==> src/rtl/dc_trigger_decoder_pkg.sv <==
// Shared types and constants for the duty-cycle trigger decoder.
// Encoding: short high time carries a 1, long high time carries a 0.
package dc_trig_pkg;

    typedef enum logic [1:0] {
        SEARCH = 2'd0,
        TRACK  = 2'd1,
        LOCKED = 2'd2
    } dec_state_t;

    localparam int   TRIG_CNT_W = 16;
    localparam logic TRIG_SHORT = 1'b1;
    localparam logic TRIG_LONG  = 1'b0;

endpackage

==> src/rtl/dc_trigger_decoder_sync.sv <==
// Two-flop synchroniser bringing the combined clock/trigger line
// into the fastclk domain.
module mySync (
    input  logic fastclk,
    input  logic reset,
    input  logic d,
    output logic q
);

    logic s1;
    logic s2;

    always_ff @(posedge fastclk or posedge reset) begin
        if (reset) begin
            s1 <= 1'b0;
            s2 <= 1'b0;
        end else begin
            s1 <= d;
            s2 <= s1;
        end
    end

    assign q = s2;

endmodule

==> src/rtl/dc_trigger_decoder.sv <==
// Recovers one trigger bit per period of the combined clock by
// oversampling its duty cycle; also tracks period, lock and events.
module dc_trigger_decoder
    import dc_trig_pkg::*;
#(
    parameter int CNT_W      = 8,
    parameter int MIN_PERIOD = 4,
    parameter int MAX_PERIOD = 64,
    parameter int LOCK_COUNT = 4
) (
    input  logic                  fastclk,
    input  logic                  reset,
    input  logic                  enc_clk_in,
    output logic                  trig_out,
    output logic                  trig_valid,
    output logic                  locked,
    output logic                  period_err,
    output logic [CNT_W-1:0]      meas_period,
    output logic [TRIG_CNT_W-1:0] trig_count
);

    localparam int RUN_W = $clog2(LOCK_COUNT + 1);

    localparam logic [CNT_W:0]   MIN_P    = (CNT_W+1)'(MIN_PERIOD);
    localparam logic [CNT_W:0]   MAX_P    = (CNT_W+1)'(MAX_PERIOD);
    localparam logic [CNT_W:0]   TMO_P    = (CNT_W+1)'(MAX_PERIOD + 1);
    localparam logic [CNT_W-1:0] CNT_MAX  = '1;
    localparam logic [RUN_W-1:0] RUN_LOCK = RUN_W'(LOCK_COUNT);

    dec_state_t state, state_d;

    logic             s2, s3, rise;
    logic [CNT_W-1:0] per_cnt, hi_cnt;
    logic [CNT_W:0]   p_ext, h_ext, h2;
    logic             valid_per, dec_bit, timeout;
    logic [RUN_W-1:0] run_cnt, run_d, run_inc;
    logic             valid_d, err_d, trig_d;
    logic [CNT_W-1:0] meas_d;

    mySync u_sync (
        .fastclk (fastclk),
        .reset   (reset),
        .d       (enc_clk_in),
        .q       (s2)
    );

    assign rise    = s2 & ~s3;
    assign p_ext   = {1'b0, per_cnt};
    assign h_ext   = {1'b0, hi_cnt};
    assign h2      = {hi_cnt, 1'b0};
    assign run_inc = run_cnt + RUN_W'(1);

    assign valid_per = (p_ext >= MIN_P) && (p_ext <= MAX_P) &&
                       (hi_cnt != '0) && (h_ext < p_ext) &&
                       (h2 != p_ext);
    assign dec_bit   = (h2 < p_ext) ? TRIG_SHORT : TRIG_LONG;
    assign timeout   = (state != SEARCH) && !rise && (p_ext == TMO_P);

    always_ff @(posedge fastclk or posedge reset) begin
        if (reset) begin
            s3      <= 1'b0;
            per_cnt <= '0;
            hi_cnt  <= '0;
        end else begin
            s3 <= s2;
            if (rise) begin
                per_cnt <= CNT_W'(1);
                hi_cnt  <= CNT_W'(1);
            end else begin
                if (per_cnt != CNT_MAX)
                    per_cnt <= per_cnt + CNT_W'(1);
                if (s2 && hi_cnt != CNT_MAX)
                    hi_cnt <= hi_cnt + CNT_W'(1);
            end
        end
    end

    always_ff @(posedge fastclk or posedge reset) begin
        if (reset)
            state <= SEARCH;
        else
            state <= state_d;
    end

    always_comb begin
        state_d = state;
        unique case (state)
            SEARCH: begin
                if (rise)
                    state_d = TRACK;
            end
            TRACK: begin
                if (rise && valid_per && run_inc == RUN_LOCK)
                    state_d = LOCKED;
                else if (timeout)
                    state_d = SEARCH;
            end
            LOCKED: begin
                if (rise && !valid_per)
                    state_d = TRACK;
                else if (timeout)
                    state_d = SEARCH;
            end
            default: state_d = SEARCH;
        endcase
    end

    // Next values of the registered outputs and the lock-run counter.
    always_comb begin
        valid_d = 1'b0;
        err_d   = 1'b0;
        run_d   = run_cnt;
        trig_d  = trig_out;
        meas_d  = meas_period;
        unique case (state)
            SEARCH: begin
                if (rise)
                    run_d = '0;
            end
            TRACK, LOCKED: begin
                if (rise) begin
                    if (valid_per) begin
                        valid_d = 1'b1;
                        trig_d  = dec_bit;
                        meas_d  = per_cnt;
                        if (run_cnt != RUN_LOCK)
                            run_d = run_inc;
                    end else begin
                        err_d = 1'b1;
                        run_d = '0;
                    end
                end else if (timeout) begin
                    err_d = 1'b1;
                    run_d = '0;
                end
            end
            default: run_d = '0;
        endcase
    end

    always_ff @(posedge fastclk or posedge reset) begin
        if (reset) begin
            run_cnt     <= '0;
            trig_valid  <= 1'b0;
            period_err  <= 1'b0;
            trig_out    <= 1'b0;
            meas_period <= '0;
            trig_count  <= '0;
        end else begin
            run_cnt     <= run_d;
            trig_valid  <= valid_d;
            period_err  <= err_d;
            trig_out    <= trig_d;
            meas_period <= meas_d;
            trig_count  <= trig_count +
                           TRIG_CNT_W'(trig_d & ~trig_out);
        end
    end

    assign locked = (state == LOCKED);

endmodule

==> config.mk <==
export PLATFORM = sky130hd
export DESIGN_NAME = dc_trigger_decoder
export DESIGN_NICKNAME = d
export VERILOG_FILES = /design/src/rtl/dc_trigger_decoder_pkg.sv /design/src/rtl/dc_trigger_decoder_sync.sv /design/src/rtl/dc_trigger_decoder.sv
export SDC_FILE = /design/constraint.sdc
export NUM_CORES = 1
export LEC_CHECK = 0
export ABC_AREA = 0
export CAP_MARGIN = 25
export CORE_MARGIN = 1.5
export CORE_UTILIZATION = 43
export DETAILED_ROUTE_END_ITERATION = 6
export PLACE_DENSITY_LB_ADDON = 0.2
export SYNTH_ARGS = -nofsm -noshare
export SYNTH_HDL_FRONTEND = slang
export SYNTH_SLANG_ARGS = --single-unit
==> constraint.sdc <==
create_clock -name fastclk -period 6.62 [get_ports fastclk]
set_clock_uncertainty 0.05 [all_clocks]
set_input_delay 1.324 -clock fastclk [delete_from_list [all_inputs] [get_ports fastclk]]
set_output_delay 1.324 -clock fastclk [all_outputs]
set_load 0.02 [all_outputs]
=== After elaboration in Yosys (flattened, before gate mapping) ===
Index checks and enable logic that the tools add are counted.

* Add/sub/neg operators: 4
* $lt $le $gt $ge: 4
* Eq/ne operators: 11
* Multiplexer cells: 26
* Bitwise logic cells: 4
* Reduce and logical (&&, ||, !) cells: 20

{| class="wikitable"
|+ Operators by type and width
! cell !! number
|-
| $mux W8 || 4
|-
| $add A16 B16 Y16 || 1
|-
| $add A8 B1 Y8 const B || 2
|-
| $and A1 B16 Y16 || 1
|-
| $ne A8 B8 Y1 const B || 2
|-
| $not A1 Y16 || 1
|-
| $mux W3 || 5
|-
| $mux W1 || 11
|-
| $logic_and A1 B1 Y1 || 10
|-
| $lt A9 B8 Y1 || 1
|-
| $ne A9 B8 Y1 || 1
|-
| $eq A8 B7 Y1 const B || 1
|-
| $ge A8 B3 Y1 const B || 1
|-
| $le A8 B7 Y1 const B || 1
|-
| $lt A8 B8 Y1 || 1
|-
| $mux W2 || 4
|-
| $reduce_bool A8 Y1 || 1
|-
| $ne A3 B3 Y1 const B || 2
|-
| $pmux W2 S3 || 1
|-
| $pmux W3 S2 || 1
|-
| $reduce_and A3 Y1 || 2
|-
| $reduce_bool A2 Y1 || 3
|-
| $ne A4 B4 Y1 const B || 1
|-
| $add A3 B1 Y3 const B || 1
|-
| other kinds (9) || 10
|}

* Register bits after elaboration: 51
* Input port bits: 3
* Output and inout port bits: 28
* Logic and storage cells: 81

=== Logic depth before layout (Yosys ltp) ===
Gate-level depths: netlist (run 1).

* Word-level depth: 10
* Mapped depth: 16
* Mapped depth without buffers: 13

=== By module ===
From an unflattened synthesis (run 1), not the netlist that was laid out.

* Cells, all modules: 282
* Area total of the unflattened synthesis: 2,912.8 um^2

{| class="wikitable"
|+ Modules (own cells, without submodules)
! module !! times used !! cells an instance !! area each (um^2) !! seq. area each (um^2)
|-
| dc_trigger_decoder || 1 || 279 || 2,859.0 || 1,226.2
|-
| mySync || 1 || 3 || 53.8 || 50.0
|}

=== Worst setup path before layout (run 1) ===
No wires, ideal clock.

* Kind: register to register
* Start point: reg per_cnt[4]
* End point: reg trig_count[12]
* Setup time: 80 ps
* Data arrival time: 3,000 ps
* Data required time: 6,490 ps
* Slack: 3,490 ps
* Stages on the path, launching flop included: 14
* Buffers on the path: 2
* Period minus slack after synthesis: 3,130 ps
* Path through: dfrtp_1 or4_4 mux2i_1 and4b_1 buf_4 nand3_4 buf_6 nor4_2 ha_1 ha_1 nand2_1 or2_2 nor2_1 xor2_1

* Cells in the longest elaborated chain, start to end: 10
* Elaborated cells on any way between the ends: 15
* Those cells by class: add/sub (1); order compare (4); eq/ne (1); mux (4); bitwise (1); reduce/logical (4)

{| class="wikitable"
|+ Ends and longest elaborated chain
! what !! RTL line !! RTL
|-
| start, declared || dc_trigger_decoder.sv:33 || <nowiki>logic [CNT_W-1:0] per_cnt, hi_cnt;</nowiki>
|-
| start signal, assigned || dc_trigger_decoder.sv:71 || <nowiki>per_cnt <= per_cnt + CNT_W'(1);</nowiki>
|-
| $ge A8 B3 Y1 / $le A8 B7 Y1 (equally long branches) || dc_trigger_decoder.sv:53 || <nowiki>assign valid_per = (p_ext >= MIN_P) && (p_ext <= MAX_P) &&</nowiki>
|-
| $logic_and A1 B1 Y1 (2 in series) || dc_trigger_decoder.sv:53 ||
|-
| $logic_and A1 B1 Y1 (2 in series) || dc_trigger_decoder.sv:54 || <nowiki>(hi_cnt != '0) && (h_ext < p_ext) &&</nowiki>
|-
| $mux W1 * || dc_trigger_decoder.sv:122 || <nowiki>if (valid_per) begin</nowiki>
|-
| $mux W1 * || dc_trigger_decoder.sv:121 || <nowiki>if (rise) begin</nowiki>
|-
| $mux W1 * || dc_trigger_decoder.sv:115 || <nowiki>unique case (state)</nowiki>
|-
| $and A1 B16 Y16 * || dc_trigger_decoder.sv:156 || <nowiki>TRIG_CNT_W'(trig_d & ~trig_out);</nowiki>
|-
| $add A16 B16 Y16 * || dc_trigger_decoder.sv:155 || <nowiki>trig_count <= trig_count +</nowiki>
|-
| end signal, assigned || dc_trigger_decoder.sv:155 ||
|-
| end, declared || dc_trigger_decoder.sv:19 || <nowiki>output logic [TRIG_CNT_W-1:0] trig_count</nowiki>
|}

Every way passes the cells marked *; elsewhere a longest branch is shown, timed or not.
A chain may end at the register's enable or synchronous reset.

=== Worst setup path in the final report (run 1) ===
* Start point: reg per_cnt[1]
* End point: reg trig_count[12]

The elaborated chain is that of the path after synthesis.

==> impl_metrics.tcl, run 1 <==
set metrics [dict create \
    netlist_area_um2 2870 \
    cts_tree "done" \
    cts-buffers-inserted 5 \
    ctsLongestPathBuffers 2 \
    rrSetupSlack_ns 3.07 \
    crit_end "trig_count[12]" \
    grt_use_total_pct 16.8 \
    via_count 2110 \
    viasPerCell 5.42 \
    worst_pin_slew_ns 0.646 \
    clkSlewWorstSetupHoldPaths_ns 0.09 \
    fp.coreArea_um2 6390 \
    drc_errors 0 \
    ctsHtreeMaxLevel 2 \
    grt_pass1_vias 2040 \
    cp-end-kind "flop" \
    overflow 0 \
    synth-edff-count 0 \
    cp.arrival_ns 3.73 \
    die_h_um 84.7 \
    grt_pass1_wl_um 9600 \
    hold_violations 0 \
    mostFrequentLayoutCells "dfrtp_1 (51), clkdlybuf4s50_1 (30), ha_1 (28), nor2_1 (24), xnor2_1 (24)" \
    finalNetCount 342 \
    required_ns 6.81 \
    ys_ff_latch 51 \
    yosys_warnings 0 \
    drt_iter0_drc 127 \
    antenna_found_initial 0 \
    num_io_pins 31 \
    startpoint "per_cnt[1]" \
    hold_buffers 0 \
    ctsResizeCount 0 \
    die_w_um 84.7 \
    place_congestion 0.832 \
    critPathLaunchType "flop" \
    drive_gt1_share_pct 7.69 \
    regToRegStartpoint "per_cnt[1]" \
    initial_core_util_pct 45.0 \
    rsz0062_at_grt "no" \
    async_reset_ff_share_pct 100 \
    max_freq_mhz 282 \
    hpwl_um 4120 \
    insertion_delay_ns 0.31 \
    port_buffers 30 \
    p_leak_nw 1.52 \
    row_count 29 \
    postCtsSetupBuffers 0 \
    ant_nets 0 \
    syn_nets 308 \
    setup_viol 0 \
    rr_endpoint "trig_count[12]" \
    synthFlopType "dfrtp_1" \
    grt_max_degree 28 \
    synth_cells 277 \
    maxSlewHeadroom_pct 56.7 \
    avgSynthCellArea_um2 10.4 \
    antenna_cells 0 \
    irDropWorstVdd_uv 220 \
    path_class "flop to flop" \
    final_common_cell "dfrtp_1" \
    wl_um 5600 \
    post_drt_wl_per_cell_um 14.4 \
    synth_cell_types 50 \
    synth.area.top_cells "dfrtp_1 (44%), ha_1 (12%), xnor2_1 (7.3%)" \
    r2r_cells 13 \
    root_buffer "clkbuf_8" \
    area_delta_synth_final_pct 17.8 \
    status "finished, final reports clean" \
    layoutNonFillerInstCount 389 \
    dp.cells 381 \
    synth.yosys.seq_area_share_pct 44.4 \
    drtPass1Iterations 5 \
    power_density_nw_per_um2 302 \
    cts_num_sinks 51 \
    synth_top_area_cell "dfrtp_1" \
    cap_violations 0 \
    fill_cells 598 \
    hp-class "flop to flop" \
    period_share_pct 53.6 \
    netlist.area_leader.share_pct 44.4 \
    cp_max_fo 14 \
    finalMaxSlewViolations 0 \
    dieArea_um2 7180 \
    layout_min_cycle_time_ns 3.55 \
    finalSetupTns_ns 0 \
]
==> sequential cells by signal (all words and copies together), names as in the netlist, 2 cells and up <==
register and count:
trig_count 16, hi_cnt 8, meas_period 8, per_cnt 8
state 2, run_cnt 3
==> power by group <==
part | total (W) | switching, W | internal [W]
combinational | 0.000388 | 0.000214 | 0.000174
sequential | 0.000410 | 0.0000541 | 0.000356
clock | 0.000224 | 0.000109 | 0.000115
==> cells by family (layout without fill, tap and decap cells) <==
kind of cell	after synthesis	in the layout	share of synthesized area, %
buffers and inverters	27	62	3.92
flip-flops	51	51	44.4
XOR/XNOR	26	26	7.93
multiplexers	10	10	4.18
adder cells (fa/ha/maj)	28	28	12.2
AO/OA/AOI/OAI	35	35	8.71
AND/OR/NAND/NOR	100	100	18.6
==> Yosys cell counts, types with 3 or more instances <==
cell,count
xnor2_1,24
nand2_1,18
and3_1,4
inv_1,22
o21ai_0,5
nor3_1,5
a21oi_1,6
nor2_1,24
ha_1,28
mux2i_1,3
mux2_4,3
o211ai_1,5
mux2_2,4
nand4_1,13
and2_1,4
dfrtp_1,51
nor2b_1,5
nand3_1,13
==> critical path, cell delays in order, from the launching register on <==
cell and delay [ns]:
dfrtp_1 0.46, inv_1 0.15, ha_1 0.31, o21ai_0 0.15
a31oi_1 0.09, o31ai_4 0.38, nand3_4 0.28, nor4_2 0.34
ha_1 0.27, ha_1 0.26, nand2_1 0.11, or2_2 0.34
nor2_1 0.14, xor2_1 0.15
==> worst min path at each step <==
stage	end	depth (start not counted)	startpoint	slack (ns)
3_3_place_gp	u_sync.q	0	u_sync.s1	0.28
2_1_floorplan	u_sync.q	0	u_sync.s1	0.28
4_1_cts	u_sync.q	0	u_sync.s1	0.31
6_report	u_sync.q	0	u_sync.s1	0.30
5_1_grt	u_sync.q	0	u_sync.s1	0.32
3_5_place_dp	u_sync.q	0	u_sync.s1	0.29
==> stage by stage <==
| stage | worst slack, ns | instance area [µm²] | hold WS, ns | utilization, % | total power (W) |
|---|---|---|---|---|---|
| floorplan | 3.49 | 2870 | 0.281 | - | 0.000700 |
| global placement | 3.20 | 3250 | 0.283 | 50.8 | 0.000798 |
| detailed placement | 3.06 | 3270 | 0.286 | 51.2 | 0.000804 |
| CTS | 3.03 | 3380 | 0.308 | 53.0 | 0.00103 |
| global route | 2.74 | 3380 | 0.318 | 53.0 | 0.00110 |
| finish | 3.07 | 3380 | 0.303 | 53.0 | 0.00102 |
==> final cells by class <==
class	instances	area [µm²]	area share, %
Clock buffer	5	68.8	2.03
Sequential cell	51	1280	37.7
Multi-Input combinational cell	199	1480	43.9
Timing Repair Buffer	32	328	9.69
Tap cell	77	96.3	2.85
Clock inverter	3	47.5	1.41
Inverter	22	82.6	2.44
==> per-layer routing <==
metal	vias up	routed length [µm]	GRT usage, %
met5	-	0	0
met4	0	79	4.55
met3	6	161	4.42
met2	37	2540	25.6
met1	1029	2820	23.7
li1	1038	-	-
(Power assumes the default switching activity.)
==> run 2: changes to the inputs <==
==> constraint.sdc (replaced) <==
create_clock -name fastclk -period 3.4 [get_ports fastclk]
set_clock_uncertainty 0.05 [all_clocks]
set_input_delay 0.68 -clock fastclk [delete_from_list [all_inputs] [get_ports fastclk]]
set_output_delay 0.68 -clock fastclk [all_outputs]
set_load 0.02 [all_outputs]
==> impl_metrics.tcl, run 2 (synthesis results as in run 1) <==
set metrics [dict create \
    status "finished, final reports clean" \
    ant_nets 0 \
    drtPass1Iterations 4 \
    fill_cells 575 \
    multiInputGateArea_um2 1480 \
    port_buffers 30 \
    dieArea_um2 7180 \
    cp-end-kind "flop" \
    finalNetCount 348 \
    ctsResizeCount 0 \
    initial_core_util_pct 45.0 \
    regMostFlops "trig_count" \
    maxSlewHeadroom_pct 62.3 \
    cp_slowest_cell "or4_4" \
    critPathLaunchType "flop" \
    required_ns 3.60 \
    cap_violations 0 \
    worst_pin_slew_ns 0.562 \
    whs_endpoint "u_sync.q" \
    place_congestion 0.844 \
    finalWorstSetupSlack_ns 0.210 \
    internal-power_w 0.00121 \
    period_share_pct 93.8 \
    cp_max_fo 5 \
    grt_max_degree 23 \
    grt_pass1_wl_um 9910 \
    power_density_nw_per_um2 580 \
    ctsHtreeMaxLevel 2 \
    ctsLongestPathBuffers 2 \
    hold_path_depth 0 \
    ff_latch_area_um2 1280 \
    num_io_pins 31 \
    antenna_found_initial 0 \
    hold_start "u_sync.s1" \
    die_h_um 84.7 \
    antenna_cells 0 \
    setup_viol 0 \
    clkSlewWorstSetupHoldPaths_ns 0.10 \
    r2r_cells 11 \
    cp.arrival_ns 3.39 \
    finalMaxSlewViolations 0 \
    rsz0062_at_grt "no" \
    crit_chain "or4_4 > mux2i_1 > and4b_1 > nand3_4 > nor4_2 > ha_1 > ha_1 > nand2_1 > or2_2 > nor2_1 > xor2_1" \
    die_w_um 84.7 \
    dp.cells 387 \
    irDropWorstVdd_uv 296 \
    hp-class "flop to flop" \
    hold_buffers 0 \
    via_count 2124 \
    drt_iter0_drc 105 \
    grt_pass1_vias 2126 \
    postCtsSetupBuffers 0 \
    layoutNonFillerInstCount 395 \
    rrSetupSlack_ns 0.21 \
    p_sw_w 0.000755 \
    overflow 0 \
    place_area_um2 3300 \
    mostFrequentLayoutCells "dfrtp_1 (51), clkdlybuf4s50_1 (30), ha_1 (28), nor2_1 (24), xnor2_1 (24)" \
    hold_violations 0 \
    crit_path_frequent_cell "ha_1" \
    hpwl_um 4260 \
    power_frac_comb_pct 40.8 \
    grt_use_total_pct 17.2 \
    rr_endpoint "trig_count[12]" \
    fp.coreArea_um2 6390 \
    clkPwrFrac_pct 18.4 \
    whs_ns 0.305 \
    final_common_cell "dfrtp_1" \
    insertion_delay_ns 0.31 \
    post_drt_wl_per_cell_um 14.0 \
    largest_reg_flops 16 \
    crit_path_max_incr_delay_ns 0.56 \
    regToRegStartpoint "per_cnt[5]" \
    layout_min_cycle_time_ns 3.19 \
    cts_tree "done" \
    row_count 29 \
    place_ws_ns 0.214 \
    cp_top_family "simple AND/OR/NAND/NOR gates" \
    cts_num_sinks 51 \
    final_cell_area_um2 3390 \
    viasPerCell 5.38 \
    area_delta_synth_final_pct 18.1 \
    p_sw_share_pct 38.3 \
    max_freq_mhz 313 \
    worst-path-buf-inv 0 \
    path_class "flop to flop" \
    power_frac_seq_pct 40.8 \
    cts-buffers-inserted 5 \
    p_leak_nw 1.53 \
    drive_gt1_share_pct 9.43 \
    root_buffer "clkbuf_8" \
    finalSetupTns_ns 0 \
    wl_um 5510 \
    drc_errors 0 \
]
==> run 2: cell type report <==
cell class,instances,share of cell area [%]
timing repair buffer,38,10.6
multi-input combinational,199,43.7
clock buffer,5,2.03
clock inverter,3,0.737
tap,77,2.84
sequential,51,37.6
inverter,22,2.43
==> run 2: power groups by stage <==
| stage | Clock (W) | Combinational, W | Sequential (W) |
|---|---|---|---|
| 3_5_place_dp | 0 | 0.000807 | 0.000813 |
| 6_report | 0.000362 | 0.000804 | 0.000803 |
| 4_1_cts | 0.000381 | 0.000809 | 0.000803 |
| 5_1_grt | 0.000409 | 0.000911 | 0.000819 |
| 2_1_floorplan | 0 | 0.000529 | 0.000833 |
| 3_3_place_gp | 0 | 0.000798 | 0.000811 |
==> run 2: worst max-delay path by stage <==
stage                           from             end  depth (start not counted)
after floorplan           per_cnt[4]  trig_count[12]                         13
after global placement    per_cnt[4]  trig_count[12]                         11
after detailed placement  per_cnt[5]  trig_count[14]                         11
after CTS                 per_cnt[5]  trig_count[14]                         11
after global routing      per_cnt[1]  trig_count[12]                         13
final                     per_cnt[5]  trig_count[12]                         11
==> run 2: stage by stage <==
step | util [%] | total power [W]
final | 53.1 | 0.00197
after global routing | 53.1 | 0.00214
after CTS | 53.1 | 0.00199
after detailed placement | 51.7 | 0.00162
after global placement | 51.7 | 0.00161
after floorplan | - | 0.00136
==> run 2: layer usage <==
layer | GRT usage (%) | vias to the layer above | share of wire [%] | routed length (µm)
met4 | 6.01 | 0 | 1.9 | 102
met3 | 3.74 | 8 | 4.4 | 244
li1 | - | 1056 | - | -
met1 | 23.8 | 1015 | 49 | 2700
met5 | 0 | - | 0 | 0
met2 | 26.6 | 45 | 45 | 2470
==> run 3: changes to the inputs <==
--- a/config.mk
+++ b/config.mk
@@ -11,6 +11,8 @@
 export CORE_UTILIZATION = 43
 export DETAILED_ROUTE_END_ITERATION = 6
 export PLACE_DENSITY_LB_ADDON = 0.2
+export SLEW_MARGIN = 5
 export SYNTH_ARGS = -nofsm -noshare
 export SYNTH_HDL_FRONTEND = slang
 export SYNTH_SLANG_ARGS = --single-unit
+export TNS_END_PERCENT = 5
==> results of run 3 <==
Same layout as run 2: the final DEF is identical, and so are final timing and power.
==> patch (settings of run 3) <==
Make the reset (`reset`) synchronous in 4 clocked blocks.
--- a/src/rtl/dc_trigger_decoder_sync.sv
+++ b/src/rtl/dc_trigger_decoder_sync.sv
@@ -10,7 +10,7 @@
     logic s1;
     logic s2;
 
-    always_ff @(posedge fastclk or posedge reset) begin
+    always_ff @(posedge fastclk) begin
         if (reset) begin
             s1 <= 1'b0;
             s2 <= 1'b0;
--- a/src/rtl/dc_trigger_decoder.sv
+++ b/src/rtl/dc_trigger_decoder.sv
@@ -56,7 +56,7 @@
     assign dec_bit   = (h2 < p_ext) ? TRIG_SHORT : TRIG_LONG;
     assign timeout   = (state != SEARCH) && !rise && (p_ext == TMO_P);
 
-    always_ff @(posedge fastclk or posedge reset) begin
+    always_ff @(posedge fastclk) begin
         if (reset) begin
             s3      <= 1'b0;
             per_cnt <= '0;
@@ -75,7 +75,7 @@
         end
     end
 
-    always_ff @(posedge fastclk or posedge reset) begin
+    always_ff @(posedge fastclk) begin
         if (reset)
             state <= SEARCH;
         else
@@ -138,7 +138,7 @@
         endcase
     end
 
-    always_ff @(posedge fastclk or posedge reset) begin
+    always_ff @(posedge fastclk) begin
         if (reset) begin
             run_cnt     <= '0;
             trig_valid  <= 1'b0;
Check against the original RTL: differs if reset is asserted again (counterexample within 10 cycles, from zero or initial values and one cycle with reset high); with reset held inactive, the same outputs for 10 cycles.
==> patch against run 3 <==
Final area is 0.63% lower. Sequential cell count did not move. Wire length is 16% higher. Area after synthesis shrank 0.87%. Hold slack better by 97 ps. Via count rose by 12%. First-iteration DRC count down 19%. Worst setup slack gained 150 ps. Core utilization decreased by 0.33 points. Critical path type unchanged. Critical endpoint is now trig_count[10].
Power is not compared: it rests on default switching activity, and its combinational part moved more than twofold at a synthesized area within 25%.
==> patch: results <==
metrics = {
    "placed_design": {
        "placement.cell_area_um2": 3240,
        "portBuffers": 30,
        "numPlacedInstances": 424,
        "detailed_place_hpwl_um": 4730,
        "gp_routability_congestion": 0.866,
    },
    "routing": {
        "wl_met3_um": 156,
        "via_count": 2384,
        "highest_layer": "met4",
        "met2_length_um": 2950,
        "wl_per_cell_um": 14.8,
        "dr.first_iter.drc_count": 85,
        "viasPerCell": 5.52,
        "wl_met1_um": 3240,
    },
    "worst_hold_path": {
        "hold_depth": 1,
        "launch_instance_of_the_worst_min_delay_path": "u_sync.s1",
        "hold-path-endpoint": "u_sync.q",
        "min_path_type": "reg2reg",
    },
    "cts": {
        "clk_pin_slew_worst_paths_ps": 100,
        "post_cts.resized_instances": 0,
        "clock-root-buffer": "clkbuf_8",
        "clock_insertion_delay_worst_skew_ps": 310,
        "cts_setup_buffers": 0,
        "h-tree-depth": 2,
        "clk_path_buf_depth": 2,
    },
    "cells_and_area": {
        "largest_reg_flops": 16,
        "fraction_of_final_layout_cells_sized_beyond_drive_strength_1_pct": 6.48,
        "final_net_count": 385,
        "antennaDiodeCount": 0,
    },
    "global_route": {
        "use_met1_pct": 26.3,
        "highest_utilization_routing_layer_at_the_global_route_stage": "met2",
        "globalRouteMet3Util_pct": 3.54,
        "grt_first_pass_wirelength_um": 10800,
        "via_count_of_the_first_global_routing_pass": 2242,
        "pin_count_of_the_biggest_net_entering_global_routing": 29,
        "globalRouteMet2Util_pct": 29.8,
        "globalRouteTotalUtil_pct": 18.8,
    },
    "worst_setup_path": {
        "critical_path.reg2reg.endpoint": "trig_count[10]",
        "r2r_cells": 13,
        "ff2ff_setup_slack_ps": 360,
        "crit_arrival_ps": 3190,
        "timing.rr.start": "per_cnt[3]",
        "worstPathMaxFanout": 5,
    },
    "sta": {
        "timing.fmax_mhz": 329,
        "relSlewSlack_pct": 40.1,
        "hold_ws_ps": 401,
    },
    "yosys": {
        "netlist_top_cells_area": "dfxtp_1 (36%), ha_1 (12%), xor2_1 (4.0%), nor2_1 (4.0%), xnor2_1 (3.7%)",
        "yosys.cell_types.count": 52,
        "synthesis.instances": 321,
        "yosysWarningCount": 0,
        "synth_top_flop_cell": "dfxtp_1",
        "synth.net_count": 352,
        "postSynth.asyncResetShare_pct": 0,
        "synth_sequential_area_ratio_pct": 35.9,
        "synth_common_cells": "dfxtp_1 (51), nor2_1 (30), ha_1 (28), inv_1 (19), nand3_1 (19)",
    },
    "power_and_ir_drop": {
        "leak_uw": 0.00129,
        "power.ir.vdd_worst_mv": 0.261,
    },
    "run_status": {
        "run_status": "finished clean",
    },
}
==> patch: cell count changes in the layout (fill, tap and decap cells not counted), sizes merged, moves of 4 or more <==
cell    delta
nor2       +6
xnor2     -12
or3        +4
dfxtp     +51
dfrtp     -51
o21ai      +6
inv        -5
xor2      +11
a211oi     +4
mux2       -7
nand3      +6
a21oi     +12
==> patch: worst max-delay path by stage <==
stage / from / to / depth (start not counted)
2_1_floorplan: per_cnt[2] / trig_count[10] / 13
3_3_place_gp: per_cnt[3] / trig_count[10] / 13
6_report: per_cnt[3] / trig_count[10] / 13
3_5_place_dp: per_cnt[3] / trig_count[10] / 13
4_1_cts: per_cnt[3] / trig_count[10] / 13
5_1_grt: per_cnt[3] / trig_count[14] / 14
==> patch: cell families after synthesis <==
kind of cell	synth area share, %
buffers and inverters	4.39
and+or+nand+nor	24.2
DFF	35.9
muxes	0.703
AOI/OAI and AO/OA	14.9
xor gates and xnor gates	7.69
adders and majority gates	12.3
==> patch: critical path, stage by stage (launching register included) <==
cell	delay [ps]
dfxtp_1	450
inv_1	130
ha_1	240
a211o_1	260
a31oi_1	220
o211a_1	220
nand2_1	110
nor3_1	210
ha_1	190
ha_1	170
and2_0	160
nor4b_1	300
xnor2_1	160
nor2_1	50
==> patch: cell type report <==
type / count / area (µm²)
clock buffers: 5 / 68.8
clock inverters: 3 / 67.6
fillers: 596 / 3010
inverters: 19 / 71.3
multi-input cells: 241 / 1700
flip-flops and latches: 51 / 1020
well taps: 77 / 96.3
repair buffers: 36 / 345
==> patch: report_power, final <==
part           leakage, µW  switching (µW)  internal, µW
clock network    0.0000644             211           293
registers         0.000412            9.13           603
logic             0.000817            57.6          35.4
